[config.mk]
export PLATFORM = sky130hd
export DESIGN_NAME = alu_exec_stage_flat
export DESIGN_NICKNAME = d
export VERILOG_FILES = /design/src/rtl/alu_exec_stage_if.sv /design/src/rtl/alu_exec_stage.sv /design/src/flat_wrapper.sv
export SDC_FILE = /design/constraint.sdc
export NUM_CORES = 1
export LEC_CHECK = 0
export CAP_MARGIN = 20
export CORE_MARGIN = 4
export CORE_UTILIZATION = 30
export CTS_CLUSTER_DIAMETER = 100
export CTS_CLUSTER_SIZE = 40
export DETAILED_ROUTE_END_ITERATION = 6
export GPL_ROUTABILITY_DRIVEN = 1
export HOLD_SLACK_MARGIN = 0.05
export PLACE_DENSITY = 0.48
export SLEW_MARGIN = 30
export SYNTH_ARGS = -nofsm -noshare
export SYNTH_HDL_FRONTEND = slang
export SYNTH_SLANG_ARGS = --single-unit
[constraint.sdc]
create_clock -name clk -period 3.09 [get_ports clk]
set_input_delay 0.618 -clock clk [delete_from_list [all_inputs] [get_ports clk]]
set_output_delay 0.618 -clock clk [all_outputs]
set_load 0.01 [all_outputs]
[src/rtl/alu_exec_stage_if.sv]
// -----------------------------------------------------------------------------
// alu_exec_stage_if
//   Groups the execute-stage handshake and data signals.
//   Handshake semantics (both sides): a beat on a valid/ready pair transfers on
//   a rising clk edge where valid && ready; valid never waits on ready, and a
//   producer holding valid=1 keeps its payload stable until the transfer.
//   Signals:
//     in_valid/in_ready        ID/EX -> EX op handshake
//     alu_control/src_a/src_b  operation code and operands
//     rd_in/reg_write_in       sideband passed through to EX/MEM
//     flush                    kill held and incoming op
//     out_valid/out_ready      EX/MEM -> MEM result handshake
//     result/zero/rd_out/reg_write/illegal_op  registered EX/MEM contents
//   Modports: slave = the execute stage, master = the surrounding pipeline.
// -----------------------------------------------------------------------------
interface alu_exec_stage_if #(
    parameter int XLEN = 32,
    parameter int RD_W = 5
);
    logic            in_valid;
    logic            in_ready;
    logic [4:0]      alu_control;
    logic [XLEN-1:0] src_a;
    logic [XLEN-1:0] src_b;
    logic [RD_W-1:0] rd_in;
    logic            reg_write_in;
    logic            flush;
    logic            out_valid;
    logic            out_ready;
    logic [XLEN-1:0] result;
    logic            zero;
    logic [RD_W-1:0] rd_out;
    logic            reg_write;
    logic            illegal_op;

    modport slave (
        input  in_valid, alu_control, src_a, src_b, rd_in, reg_write_in, flush,
               out_ready,
        output in_ready, out_valid, result, zero, rd_out, reg_write, illegal_op
    );

    modport master (
        output in_valid, alu_control, src_a, src_b, rd_in, reg_write_in, flush,
               out_ready,
        input  in_ready, out_valid, result, zero, rd_out, reg_write, illegal_op
    );
endinterface

[src/rtl/alu_exec_stage.sv]
// -----------------------------------------------------------------------------
// alu_exec_stage
//   Execute stage: applies the 5-bit ALU control code to src_a/src_b and
//   registers the result plus sideband into the EX/MEM register, with a
//   one-entry valid/ready handshake, back-pressure and flush.
//   Ports:
//     clk    rising-edge clock
//     rst_n  asynchronous active-low reset
//     bus    alu_exec_stage_if.slave (see interface header for signal list)
// -----------------------------------------------------------------------------
module alu_exec_stage #(
    parameter int XLEN = 32,
    parameter int RD_W = 5
) (
    input  logic                  clk,
    input  logic                  rst_n,
    alu_exec_stage_if.slave       bus
);
    localparam int SH_W = $clog2(XLEN);

    localparam logic [4:0] OP_ADD    = 5'b00000;
    localparam logic [4:0] OP_SUB    = 5'b10000;
    localparam logic [4:0] OP_SLL    = 5'b00100;
    localparam logic [4:0] OP_SRL    = 5'b00101;
    localparam logic [4:0] OP_SRA    = 5'b00110;
    localparam logic [4:0] OP_SLT    = 5'b10111;
    localparam logic [4:0] OP_SLTU   = 5'b11000;
    localparam logic [4:0] OP_XOR    = 5'b00011;
    localparam logic [4:0] OP_OR     = 5'b00010;
    localparam logic [4:0] OP_AND    = 5'b00001;
    localparam logic [4:0] OP_CSRRWI = 5'b11010;

    logic [XLEN-1:0] r_result;
    logic            r_zero;
    logic [RD_W-1:0] r_rd;
    logic            r_reg_write;
    logic            r_illegal;
    logic            r_valid;

    logic [SH_W-1:0] w_shamt;
    logic [XLEN-1:0] w_result;
    logic            w_illegal;
    logic            w_accept;
    logic            w_transfer;

    assign w_shamt = bus.src_b[SH_W-1:0];

    always_comb begin
        w_result  = '0;
        w_illegal = 1'b0;
        case (bus.alu_control)
            OP_ADD:    w_result = bus.src_a + bus.src_b;
            OP_SUB:    w_result = bus.src_a - bus.src_b;
            OP_SLL:    w_result = bus.src_a << w_shamt;
            OP_SRL:    w_result = bus.src_a >> w_shamt;
            OP_SRA:    w_result = XLEN'($signed(bus.src_a) >>> w_shamt);
            OP_SLT:    w_result = {{(XLEN-1){1'b0}},
                                   ($signed(bus.src_a) < $signed(bus.src_b))};
            OP_SLTU:   w_result = {{(XLEN-1){1'b0}}, (bus.src_a < bus.src_b)};
            OP_XOR:    w_result = bus.src_a ^ bus.src_b;
            OP_OR:     w_result = bus.src_a | bus.src_b;
            OP_AND:    w_result = bus.src_a & bus.src_b;
            OP_CSRRWI: w_result = bus.src_b;
            default:   w_illegal = 1'b1;
        endcase
    end

    // Space is available when empty or when the held result leaves this cycle.
    assign bus.in_ready = !r_valid || bus.out_ready;
    assign w_accept     = bus.in_valid && bus.in_ready;
    assign w_transfer   = r_valid && bus.out_ready;

    always_ff @(posedge clk or negedge rst_n) begin
        if (!rst_n) begin
            r_valid     <= 1'b0;
            r_result    <= '0;
            r_zero      <= 1'b0;
            r_rd        <= '0;
            r_reg_write <= 1'b0;
            r_illegal   <= 1'b0;
        end else if (bus.flush) begin
            r_valid     <= 1'b0;
            r_reg_write <= 1'b0;
        end else if (w_accept) begin
            r_valid     <= 1'b1;
            r_result    <= w_result;
            r_zero      <= (w_result == '0);
            r_rd        <= bus.rd_in;
            r_reg_write <= bus.reg_write_in;
            r_illegal   <= w_illegal;
        end else if (w_transfer) begin
            r_valid     <= 1'b0;
            r_reg_write <= 1'b0;
        end
    end

    assign bus.out_valid  = r_valid;
    assign bus.result     = r_result;
    assign bus.zero       = r_zero;
    assign bus.rd_out     = r_rd;
    // Gated by valid so an empty EX/MEM register can never request a write.
    assign bus.reg_write  = r_reg_write && r_valid;
    assign bus.illegal_op = r_illegal;
endmodule
[src/flat_wrapper.sv]
// flat-port wrapper written by rule: the top's interface ports become plain ports
module alu_exec_stage_flat 
#(
    parameter int XLEN = 32,
    parameter int RD_W = 5
)
  (clk, rst_n, bus_in_valid, bus_alu_control, bus_src_a, bus_src_b, bus_rd_in, bus_reg_write_in, bus_flush, bus_out_ready, bus_in_ready, bus_out_valid, bus_result, bus_zero, bus_rd_out, bus_reg_write, bus_illegal_op);
  alu_exec_stage_if #(.XLEN(XLEN), .RD_W(RD_W)) bus_i ();
  input  logic clk;
  input  logic rst_n;
  input wire logic [$bits(bus_i.in_valid)-1:0] bus_in_valid;
  input wire logic [$bits(bus_i.alu_control)-1:0] bus_alu_control;
  input wire logic [$bits(bus_i.src_a)-1:0] bus_src_a;
  input wire logic [$bits(bus_i.src_b)-1:0] bus_src_b;
  input wire logic [$bits(bus_i.rd_in)-1:0] bus_rd_in;
  input wire logic [$bits(bus_i.reg_write_in)-1:0] bus_reg_write_in;
  input wire logic [$bits(bus_i.flush)-1:0] bus_flush;
  input wire logic [$bits(bus_i.out_ready)-1:0] bus_out_ready;
  output wire logic [$bits(bus_i.in_ready)-1:0] bus_in_ready;
  output wire logic [$bits(bus_i.out_valid)-1:0] bus_out_valid;
  output wire logic [$bits(bus_i.result)-1:0] bus_result;
  output wire logic [$bits(bus_i.zero)-1:0] bus_zero;
  output wire logic [$bits(bus_i.rd_out)-1:0] bus_rd_out;
  output wire logic [$bits(bus_i.reg_write)-1:0] bus_reg_write;
  output wire logic [$bits(bus_i.illegal_op)-1:0] bus_illegal_op;
  assign bus_i.in_valid = bus_in_valid;
  assign bus_i.alu_control = bus_alu_control;
  assign bus_i.src_a = bus_src_a;
  assign bus_i.src_b = bus_src_b;
  assign bus_i.rd_in = bus_rd_in;
  assign bus_i.reg_write_in = bus_reg_write_in;
  assign bus_i.flush = bus_flush;
  assign bus_i.out_ready = bus_out_ready;
  assign bus_in_ready = bus_i.in_ready;
  assign bus_out_valid = bus_i.out_valid;
  assign bus_result = bus_i.result;
  assign bus_zero = bus_i.zero;
  assign bus_rd_out = bus_i.rd_out;
  assign bus_reg_write = bus_i.reg_write;
  assign bus_illegal_op = bus_i.illegal_op;
  alu_exec_stage #(.XLEN(XLEN), .RD_W(RD_W)) u_core (.clk(clk), .rst_n(rst_n), .bus(bus_i));
endmodule
* Word-level counts from Yosys, hierarchy flattened
Cells that the tools add are included.
** Storage, ports and cells
- Logic and storage cells :: 44
- Input bits :: 80
- Flip-flop bits (word level) :: 41
- Output and inout bits :: 42
** Cells by class
- $add $sub $neg :: 2
- Reduce and logical (&&, ||, !) cells :: 10
- Multiplexer cells :: 7
- Shift operators :: 3
- Magnitude comparators :: 2
- Bitwise logic cells :: 4
- Equality and inequality tests :: 10
** Operators with widths (number)
- 32-bit one-hot mux with 11 select lines :: 1
- 32-bit < comparator :: 2
- 32-bit adder :: 1
- 32-bit AND :: 1
- 32-bit logical NOT :: 1
- 32-bit bitwise OR :: 1
- 32-bit by 5-bit << shifter with 32-bit output :: 1
- 32-bit by 5-bit right shift with 32-bit output :: 1
- 32-bit by 5-bit >>> shifter with 32-bit output :: 1
- 32-bit subtractor :: 1
- 32-bit bitwise XOR :: 1
- 5-bit equality test (second input constant) :: 4
- 5-bit by 3-bit equality test with 1-bit output (second input constant) :: 3
- 11-bit OR reduction :: 1
- 5-bit by 2-bit equality test with 1-bit output (second input constant) :: 2
- 1-bit 2-to-1 mux :: 6
- 5-bit by 1-bit equality test with 1-bit output (second input constant) :: 1
- 5-bit logical NOT :: 1
- 1-bit logical AND :: 3
- 3-bit nonzero test :: 1
- 2-bit AND reduction :: 1
- 1-bit logical NOT :: 1
- 1-bit logical OR :: 1
- 1-bit inverter :: 1

* Depth between registers and ports, before layout
Gate-level depths: netlist of run 1.
- Word-level depth :: 5
- Depth in mapped cells :: 17
- Depth with buffers taken out :: 14

* Worst setup path after synthesis of run 1
Ideal clock, no wire load.
- Path kind :: input to register
- From :: in bus_src_b[2]
- To :: reg u_core.r_zero, in the netlist u_core.bus.zero
- Data required time :: 3.024 ns
- Setup time :: 0.066 ns
- Slack :: -1.309 ns
- Path buffers :: 4
- Data arrival time :: 4.333 ns
- Stages :: 17
- Path through :: buf_2 > buf_4 > buf_2 > clkinv_1 > clkbuf_1 > ha_1 > nand2b_1 > a2111oi_0 > nor2b_1 > o31ai_1 > a21oi_1 > xnor2_1 > a221o_1 > nor4_2 > nand4_1 > nor4_1 > a22o_1
** On the way
- Longest elaborated chain between the ends :: 3
- Elaborated cells between the ends (all ways) :: 12
- Classes of those cells :: 2 x add/sub; 2 x order compare; 3 x shift; 1 x mux; 3 x bitwise; 1 x reduce/logical
** Ends and longest elaborated chain
- from (decl) :: RTL line flat_wrapper.sv:14 : input wire logic [$bits(bus_i.src_b)-1:0] bus_src_b;
- 32-bit subtractor, or another cell as far along :: RTL line alu_exec_stage.sv:53 : OP_SUB: w_result = bus.src_a - bus.src_b;
- 32-bit one-hot mux with 11 select lines * :: RTL line alu_exec_stage.sv:51 : case (bus.alu_control)
- 32-bit logical NOT * :: RTL line alu_exec_stage.sv:87 : r_zero <= (w_result == '0);
- to (signal assigned) :: RTL line alu_exec_stage.sv:87
- to (decl) :: RTL line alu_exec_stage.sv:34 : logic r_zero;
Mark *: on every way between the ends. The rest lies on a longest branch, timed or not.
A chain may end at the register's enable or synchronous reset.

* Worst setup path after layout of run 1
- From :: in bus_src_b[7]
- To :: reg u_core.r_zero, in the netlist u_core.bus.zero
** On the way
- Longest elaborated chain between the ends :: 3
- Elaborated cells between the ends (all ways) :: 9
- Classes of those cells :: 2 x add/sub; 2 x order compare; 1 x mux; 3 x bitwise; 1 x reduce/logical
** Ends and longest elaborated chain (RTL line)
- 32-bit subtractor, or another cell as far along :: alu_exec_stage.sv:53
- 32-bit one-hot mux with 11 select lines * :: alu_exec_stage.sv:51
- 32-bit logical NOT * :: alu_exec_stage.sv:87
Marks and branches as above.

==> results.toml, run 1 <==
[outcome]
status = "finished with violations"
violations = "setup timing"

[synthesis]
synthTopCellsByCount = "174 x nand2_1, 143 x nor2_1, 102 x inv_1"
ys_ff_latch = 41
async_reset_ff_frac = 1.00
yosysTopAreaCellShare = 0.111
ys_seq_area_frac = 0.0907
synth_cell_types = 84
avgSynthCellArea_um2 = 7.24
syn-cell-area_um2 = 11300
syn_nets = 1744
synth_area_leader_cell = "ha_1"
yosys_warnings = 0
synth_edf_count = 0
synthTopCellsByArea = "ha_1 11%, dfrtp_1 9.1%, mux4_2 7.6%"
yosysMostFrequentCell = "nand2_1"
yosys_most_used_dff = "dfrtp_1"
synthCells = 1562

[pwr]
pwr_density_cell_nw_per_um2 = 244
leakage_nw = 9.29
total_power_mw = 5.12
ir_worst_vdd_mv = 0.191

[timing]
rsz0062_at_grt = "yes"
finalHoldViolations = 0
tightestPinTransition_ns = 0.753
period_needed_ns = 3.65
final_max_slew_viol_count = 0
setup_viol = 12
period_share = 1.18
tns_ns = -1.98
relSlewSlack = 0.498
holdWs_ns = 0.304
setup_ws_ns = -0.564
max_clock_freq_mhz = 274
skew_ns = 0.00533

[routing]
first_pass_iters = 5
vias = 16400
routedWlPerCell_um = 25.8
wl_um = 73500
drt-initial-drc-count = 1371
drc = 0
final_antenna_net_count = 0
via_per_inst = 5.75

[critical_path]
required_ns = 3.32
cp_cell_sequence = "clkdlybuf4s15_2 -> inv_2 -> ha_4 -> buf_4 -> a21oi_4 -> nand2_1 -> o21a_2 -> buf_4 -> a31o_4 -> a221o_1 -> a211oi_2 -> nand4b_1 -> nor4_4 -> nand4_1 -> nor4_2 -> a22o_1"
regToRegStartpoint = "u_core.bus.out_valid"
worstSetupPathType = "in -> reg"
end_kind = "register"
path_buf_inv = 4
cpMaxStageDelayCell = "nor4_4"
crit_family = "compound AO/OA/AOI/OAI gates"
cpPeakStageDelay_ns = 0.37
arrival_ns = 3.88
crit_start = "bus_src_b[7]"
critPathMostFrequentCell = "buf_4"
startpoint_type = "primary input"
rrSetupSlack_ns = 0.40
path_max_fanout = 4

[place]
dp_hpwl_um = 60900
dpl.cell_count = 2759
globalplace.congestion = 1.04
placed_area_um2 = 18300
place.port_buffers = 121
place_ws_ns = -1.52

[cts]
cts.path.max_buffers = 2
cts_made_buffers = 5
tritoncts = "built"
path_clk_slew_ns = 0.06
clock_sinks = 41
htree_num_levels = 2
ctsHoldBuffers = 0
root_buffer = "clkbuf_16"
clk-insertion-delay-late_ns = 0.28

[cells_and_area]
multiInputGateArea_um2 = 11300
post-route-util = 0.568
syn_to_final_growth_pct = 85.3
regArea_um2 = 1030
fin_nets = 2522
drive_gt1_frac = 0.522
final_area_um2 = 21000
fillers = 3505
stdcell_count = 2846

[global_routing]
grt_pass1_vias = 15900
overflow = 0
antenna_found_initial = 1
grt_pass1_wl_um = 106000
grt_max_degree = 52
grt_usage = 0.340

[min_path]
hp-class = "in -> async"

[floorplanning]
die_h_um = 202
core-area_um2 = 36900
die_width_um = 202
io_pins = 122
start_util = 0.307
rows = 70
die_area_um2 = 40900

[job]
cap_violations = 0
## what timing repair did
action	CTS	global route
setup endpoints to repair	31	20
setup buffers	69	17
pin swaps	118	59
resized for setup	521	110
cloned	2	0
## cell type report
class / instances / area share
multi-input cells: 1299 / 0.541
repair buffers: 886 / 0.348
flip-flops and latches: 41 / 0.0490
well taps: 504 / 0.0301
inverters: 107 / 0.0225
clock buffers: 6 / 0.00663
clock inverters: 2 / 0.00179
diodes: 1 / 0.000119
## registers in the layout, indices dropped and copies added, names as in the netlist
register,flops
u_core.bus.illegal_op,1
u_core.r_reg_write,1
u_core.bus.out_valid,1
u_core.bus.rd_out,5
u_core.bus.zero,1
u_core.bus.result,32
## cell usage in the layout, fill, tap and decap left out, types with 15 or more instances in the layout
cell type	instances
a211oi_1	15
a21oi_1	65
a21oi_2	22
and3_1	17
buf_12	23
buf_2	16
buf_4	700
buf_6	47
clkdlybuf4s50_1	60
dfrtp_1	41
ha_1	57
ha_4	29
inv_1	54
inv_2	32
inv_4	15
mux2_2	30
mux2i_1	48
mux4_2	38
nand2_1	160
nand2b_1	16
nand3_1	37
nand4_1	21
nor2_1	128
nor2b_1	15
nor3_1	17
o211ai_1	34
o21ai_0	59
o21ai_1	21
o22ai_1	19
xnor2_1	17
## kinds of logic (layout without fill, tap and decap cells)
logic type,after synthesis,after routing,share of synthesized area
simple gates,532,533,0.221
flops,41,41,0.0907
compound gates,519,519,0.322
buf+inv,223,1001,0.0805
other cells,0,1,0
mux,126,126,0.157
xor+xnor,19,19,0.0147
fa+ha+maj,102,102,0.114
## power by group
group          switching [mW]  internal (mW)
logic                    1.97           1.87
clock network           0.204          0.403
registers              0.0458          0.620
total                    2.22           2.89
## path summary, 6_finish.rpt
path | end | depth (start not counted)
min reg2reg | u_core.bus.result[5] | 2
max | u_core.bus.zero | 16
max reg2reg | u_core.bus.zero | 13
min | u_core.bus.result[26] | 1
max in group asynchronous | u_core.bus.result[1] | 1
min in group clk | u_core.bus.result[5] | 2
## layer usage
layer | GRT usage | vias up | routed length (µm)
met4 | 0.170 | 0 | 4750
met5 | 0 | - | 0
met2 | 0.538 | 800 | 32000
li1 | - | 7467 | -
met3 | 0.0441 | 159 | 5650
met1 | 0.458 | 7947 | 31100
Note: power is estimated with default switching activity, not from simulation.
==> run 2, diff against run 1 <==
--- a/config.mk
+++ b/config.mk
@@ -14,6 +14,7 @@
 export GPL_ROUTABILITY_DRIVEN = 1
 export HOLD_SLACK_MARGIN = 0.05
 export PLACE_DENSITY = 0.48
+export SKIP_CTS_REPAIR_TIMING = 1
 export SLEW_MARGIN = 30
 export SYNTH_ARGS = -nofsm -noshare
 export SYNTH_HDL_FRONTEND = slang
==> constraint.sdc (replaced) <==
create_clock -name clk -period 3.4 [get_ports clk]
set_input_delay 0.68 -clock clk [delete_from_list [all_inputs] [get_ports clk]]
set_output_delay 0.68 -clock clk [all_outputs]
set_load 0.01 [all_outputs]
==> run 2 against run 1 <==
Compared with the run above: the run still ends with setup timing left; first-iteration DRC count up 33%; die area stayed put; critical path depth shrank 1; clock skew shrank 0.0028 ns; sequential share of layout area grew 0.22 points; wire length shrank 4.5%; global-route usage fell by 2.4 points; final cell count down 2.5%; clock power shrank 29%; clock-buffer cell count shrank 1; core utilization shrank 2.5 points; worst hold slack improved by 0.072 ns; critical endpoint unchanged.
==> results.toml, run 2 (synthesis gave the netlist of run 1 again) <==
[timing]
tightestPinTransition_ns = 0.810
period_share = 1.10
finalHoldViolations = 0
setup_ws_ns = -0.352
relSlewSlack = 0.460
tns_ns = -0.561
rsz0062_at_grt = "yes"
max_clock_freq_mhz = 267
skew_ns = 0.00249
setup_viol = 4
period_needed_ns = 3.75
holdWs_ns = 0.376
final_max_slew_viol_count = 0

[critical_path]
crit_start = "bus_src_a[0]"
arrival_ns = 3.97
reg2reg_depth = 13
required_ns = 3.62
cp_cell_sequence = "buf_8 -> ha_4 -> inv_2 -> fa_2 -> nand2b_4 -> a2111oi_4 -> o21a_2 -> a31o_4 -> a31oi_4 -> a221oi_4 -> o2111ai_4 -> nor4_2 -> nand4_1 -> nor4_2 -> a22o_1"
crit_family = "compound AO/OA/AOI/OAI gates"
startpoint_type = "primary input"
cpPeakStageDelay_ns = 0.43
path_max_fanout = 4
rr_endpoint = "u_core.bus.zero"
end_kind = "register"
cpMaxStageDelayCell = "a2111oi_4"
crit_cells = 15
regToRegStartpoint = "u_core.bus.out_valid"
endpoint = "u_core.bus.zero"
worstSetupPathType = "in -> reg"
path_buf_inv = 2
rrSetupSlack_ns = 0.78
critPathMostFrequentCell = "nor4_2"

[routing]
final_antenna_net_count = 0
drc = 0
wl_um = 70200
routedWlPerCell_um = 25.3
via_per_inst = 5.82
drt-initial-drc-count = 1829
vias = 16200
first_pass_iters = 6

[cells_and_area]
syn_to_final_growth_pct = 77.2
multiInputGateArea_um2 = 11000
drive_gt1_frac = 0.472
stdcell_count = 2775
post-route-util = 0.544
layout.cells.most_common_list = "654 x buf_4, 168 x nand2_1, 129 x nor2_1"
regArea_um2 = 1030
largest_reg_flops = 32
final_common_cell = "buf_4"
fin_nets = 2453
final_area_um2 = 20000
fillers = 3608

[cts]
path_clk_slew_ns = 0.05
clk-insertion-delay-late_ns = 0.28
htree_num_levels = 2
root_buffer = "clkbuf_16"
cts_made_buffers = 5
tritoncts = "built"
cts.path.max_buffers = 2
clock_sinks = 41

[place]
dpl.cell_count = 2722
placed_area_um2 = 17800
dp_hpwl_um = 58000
globalplace.congestion = 1.05
place.port_buffers = 121
place_ws_ns = -1.28

[floorplanning]
core-area_um2 = 36900
die_width_um = 202
start_util = 0.307
die_area_um2 = 40900
io_pins = 122
die_h_um = 202
rows = 70

[global_routing]
antenna_found_initial = 1
grt_pass1_wl_um = 99600
overflow = 0
grt_max_degree = 52
grt_usage = 0.317
grt_pass1_vias = 15200

[pwr]
leakage_nw = 9.19
ir_worst_vdd_mv = 0.175
total_power_mw = 4.35
pwr_density_cell_nw_per_um2 = 217

[outcome]
violations = "setup timing"
status = "finished with violations"

[min_path]
hp-class = "in -> async"

[job]
cap_violations = 0
[run 2: routing by layer]
layer,track usage,share of wire,vias to the layer above
li1,-,-,7309
met1,0.439,0.42,7814
met2,0.504,0.44,878
met3,0.0361,0.083,160
met4,0.127,0.057,0
met5,0,0,-
[run 2: cell type report]
class / count / share of cell area
Clock inverter: 1 / 0.000250
Timing Repair Buffer: 818 / 0.339
Inverter: 107 / 0.0212
Sequential cell: 41 / 0.0512
Tap cell: 504 / 0.0315
Antenna cell: 1 / 0.000125
Multi-Input combinational cell: 1298 / 0.550
Clock buffer: 5 / 0.00624
[run 2: power by group]
| part | internal (mW) | switching, mW |
|---|---|---|
| sequential | 0.564 | 0.0400 |
| combinational | 1.60 | 1.72 |
| clock | 0.262 | 0.168 |
| total | 2.43 | 1.92 |
[run 2: worst min path at each step]
| stage | from | slack, ns | endpoint | cells past startpoint |
|---|---|---|---|---|
| 2_1_floorplan | rst_n | 0.38 | u_core.bus.illegal_op | 0 |
| 3_3_place_gp | u_core.bus.result[23] | 0.45 | u_core.bus.result[23] | 2 |
| 3_5_place_dp | u_core.bus.result[23] | 0.46 | u_core.bus.result[23] | 2 |
| 4_1_cts | u_core.bus.result[23] | 0.47 | u_core.bus.result[23] | 2 |
| 5_1_grt | rst_n | 0.42 | u_core.bus.out_valid | 1 |
| 6_report | rst_n | 0.38 | u_core.bus.out_valid | 1 |
==> run 3, diff against run 2 <==
==> constraint.sdc (replaced) <==
create_clock -name clk -period 4.5 [get_ports clk]
set_input_delay 0.9 -clock clk [delete_from_list [all_inputs] [get_ports clk]]
set_output_delay 0.9 -clock clk [all_outputs]
set_load 0.01 [all_outputs]
==> run 3 against run 2 <==
Compared with the run above: the flow now finishes without violations; clock skew up 0.00051 ns; global-route usage up 0.12 points; final cell count down 7.8%; clock power down 21%; worst hold slack better by 0.092 ns; combinational power down 36%; sequential cell count unchanged; die area unchanged; sequential power down 25%; register-to-register slack better by 0.90 ns; clock-buffer cell count up 3; critical endpoint unchanged; largest cell class unchanged.
==> results.toml, run 3 (synthesis gave the netlist of run 1 again) <==
[cells_and_area]
fin_nets = 2236
drive_gt1_frac = 0.318
layout.cells.most_common_list = "469 x buf_4, 173 x nand2_1, 136 x nor2_1"
syn_to_final_growth_pct = 50.2
post-route-util = 0.461
final_common_cell = "buf_4"
num_antenna_cells = 0
largest_reg_flops = 32

[critical_path]
arrival_ns = 4.62
path_max_fanout = 3
worstSetupPathType = "in -> reg"
regToRegStartpoint = "u_core.bus.out_valid"
startpoint_type = "primary input"
end_kind = "register"
required_ns = 4.72
rr_endpoint = "u_core.bus.zero"
rrSetupSlack_ns = 1.68
reg2reg_depth = 12

[cts]
htree_num_levels = 2
cts.path.max_buffers = 2
path_clk_slew_ns = 0.06
root_buffer = "clkbuf_16"
cts_made_buffers = 5
tritoncts = "built"
clock_sinks = 41
clk-insertion-delay-late_ns = 0.28

[global_routing]
grt_use_met1 = 0.439
grt_pass1_wl_um = 99300
antenna_found_initial = 1
grt_usage = 0.318
overflow = 0
grt.busiest_layer = "met2"
globalRouteMet2Util = 0.518
grt_pass1_vias = 14600
use_met3 = 0.0241
grt_max_degree = 56

[pwr]
pwr_density_cell_nw_per_um2 = 173
switching_share = 0.448
ir_worst_vdd_mv = 0.127
p_switching_mw = 1.32
combPwrFrac = 0.729
internal_power_mw = 1.62
clockPowerShare = 0.116
p_seq_frac = 0.155
leakage_nw = 7.58

[timing]
tightestPinTransition_ns = 0.825
holdWs_ns = 0.468
period_share = 0.978
skew_ns = 0.00300
period_needed_ns = 4.40
max_clock_freq_mhz = 227
setup_viol = 0
relSlewSlack = 0.450
final_max_slew_viol_count = 0
finalHoldViolations = 0

[min_path]
min_to = "u_core.bus.rd_out[4]"
min_delay_path_depth = 2
hp-class = "reg -> reg"
holdCritStartpoint = "u_core.bus.rd_out[4]"

[routing]
drt-initial-drc-count = 1793
drc = 0
first_pass_iters = 6
wl_um = 68400
vias = 15100
final_antenna_net_count = 0
routedWlPerCell_um = 26.7
via_per_inst = 5.90

[floorplanning]
die_h_um = 202
io_pins = 122
rows = 70
die_width_um = 202
die_area_um2 = 40900
start_util = 0.307
core-area_um2 = 36900

[job]
cap_violations = 0

[place]
dp_hpwl_um = 57400
globalplace.congestion = 1.05
place.port_buffers = 121

[outcome]
status = "completed"
[run 3: cell types whose count changed in the layout (fill, tap and decap cells not counted), moves of 31 or more]
cell | previous run | this run
clkdlybuf4s50_1 | 64 | 113
dlymetal6s2s_1 | 46 | 3
buf_6 | 31 | 0
inv_1 | 66 | 101
inv_2 | 36 | 3
buf_4 | 654 | 469
[run 3: layout make-up]
type	instances	area, µm²
Fill cell	3775	19900
Multi-Input combinational cell	1298	9810
Timing Repair Buffer	601	4980
Sequential cell	41	1030
Tap cell	504	631
Inverter	107	402
Clock buffer	8	136
[run 3: layer usage]
layer | vias up | share of wire
met5 | - | 0
met4 | 0 | 0.046
met2 | 727 | 0.45
li1 | 6870 | -
met1 | 7370 | 0.43
met3 | 134 | 0.068
[run 3: worst max-delay path by stage]
| stage | startpoint | endpoint | depth (start not counted) |
|---|---|---|---|
| 2_1_floorplan | bus_src_b[4] | u_core.bus.zero | 16 |
| 3_3_place_gp | bus_src_a[0] | u_core.bus.zero | 18 |
| 3_5_place_dp | bus_src_a[0] | u_core.bus.zero | 18 |
| 4_1_cts | bus_src_a[0] | u_core.bus.zero | 18 |
| 5_1_grt | bus_src_a[6] | u_core.bus.zero | 18 |
| 6_report | bus_src_b[9] | u_core.bus.zero | 14 |
[run 3: per-stage QoR]
stage               area, µm²  TNS, ns  setup WS (ns)  cells  power [mW]
global route            17000  -0.0612        -0.0612   2559        3.10
floorplan               11300        0        0.00701   1562        1.37
global placement        16400    -2.38         -0.936   2547        2.48
finish                  17000        0         0.0970   2559        2.94
CTS                     16500   -0.733         -0.483   2555        2.83
detailed placement      16400    -2.20         -0.750   2547        2.48
[run 3: power groups by stage]
| stage | logic, mW | clock network [mW] | registers (mW) |
|---|---|---|---|
| finish | 2.14 | 0.340 | 0.456 |
| global route | 2.27 | 0.362 | 0.465 |
| CTS | 2.03 | 0.349 | 0.457 |
| detailed placement | 2.02 | 0 | 0.463 |
| global placement | 2.02 | 0 | 0.462 |
| floorplan | 0.881 | 0 | 0.488 |
[run 3: critical path, stage by stage]
cell and delay [ns]:
clkdlybuf4s50_1 0.47, inv_1 0.08, ha_4 0.25, or2_4 0.26
or3_4 0.35, a2111oi_4 0.41, o21ai_2 0.17, a21o_1 0.25
a221o_1 0.31, a221o_1 0.36, a211oi_2 0.23, nand4b_1 0.14
nor4_2 0.27, a22o_1 0.16
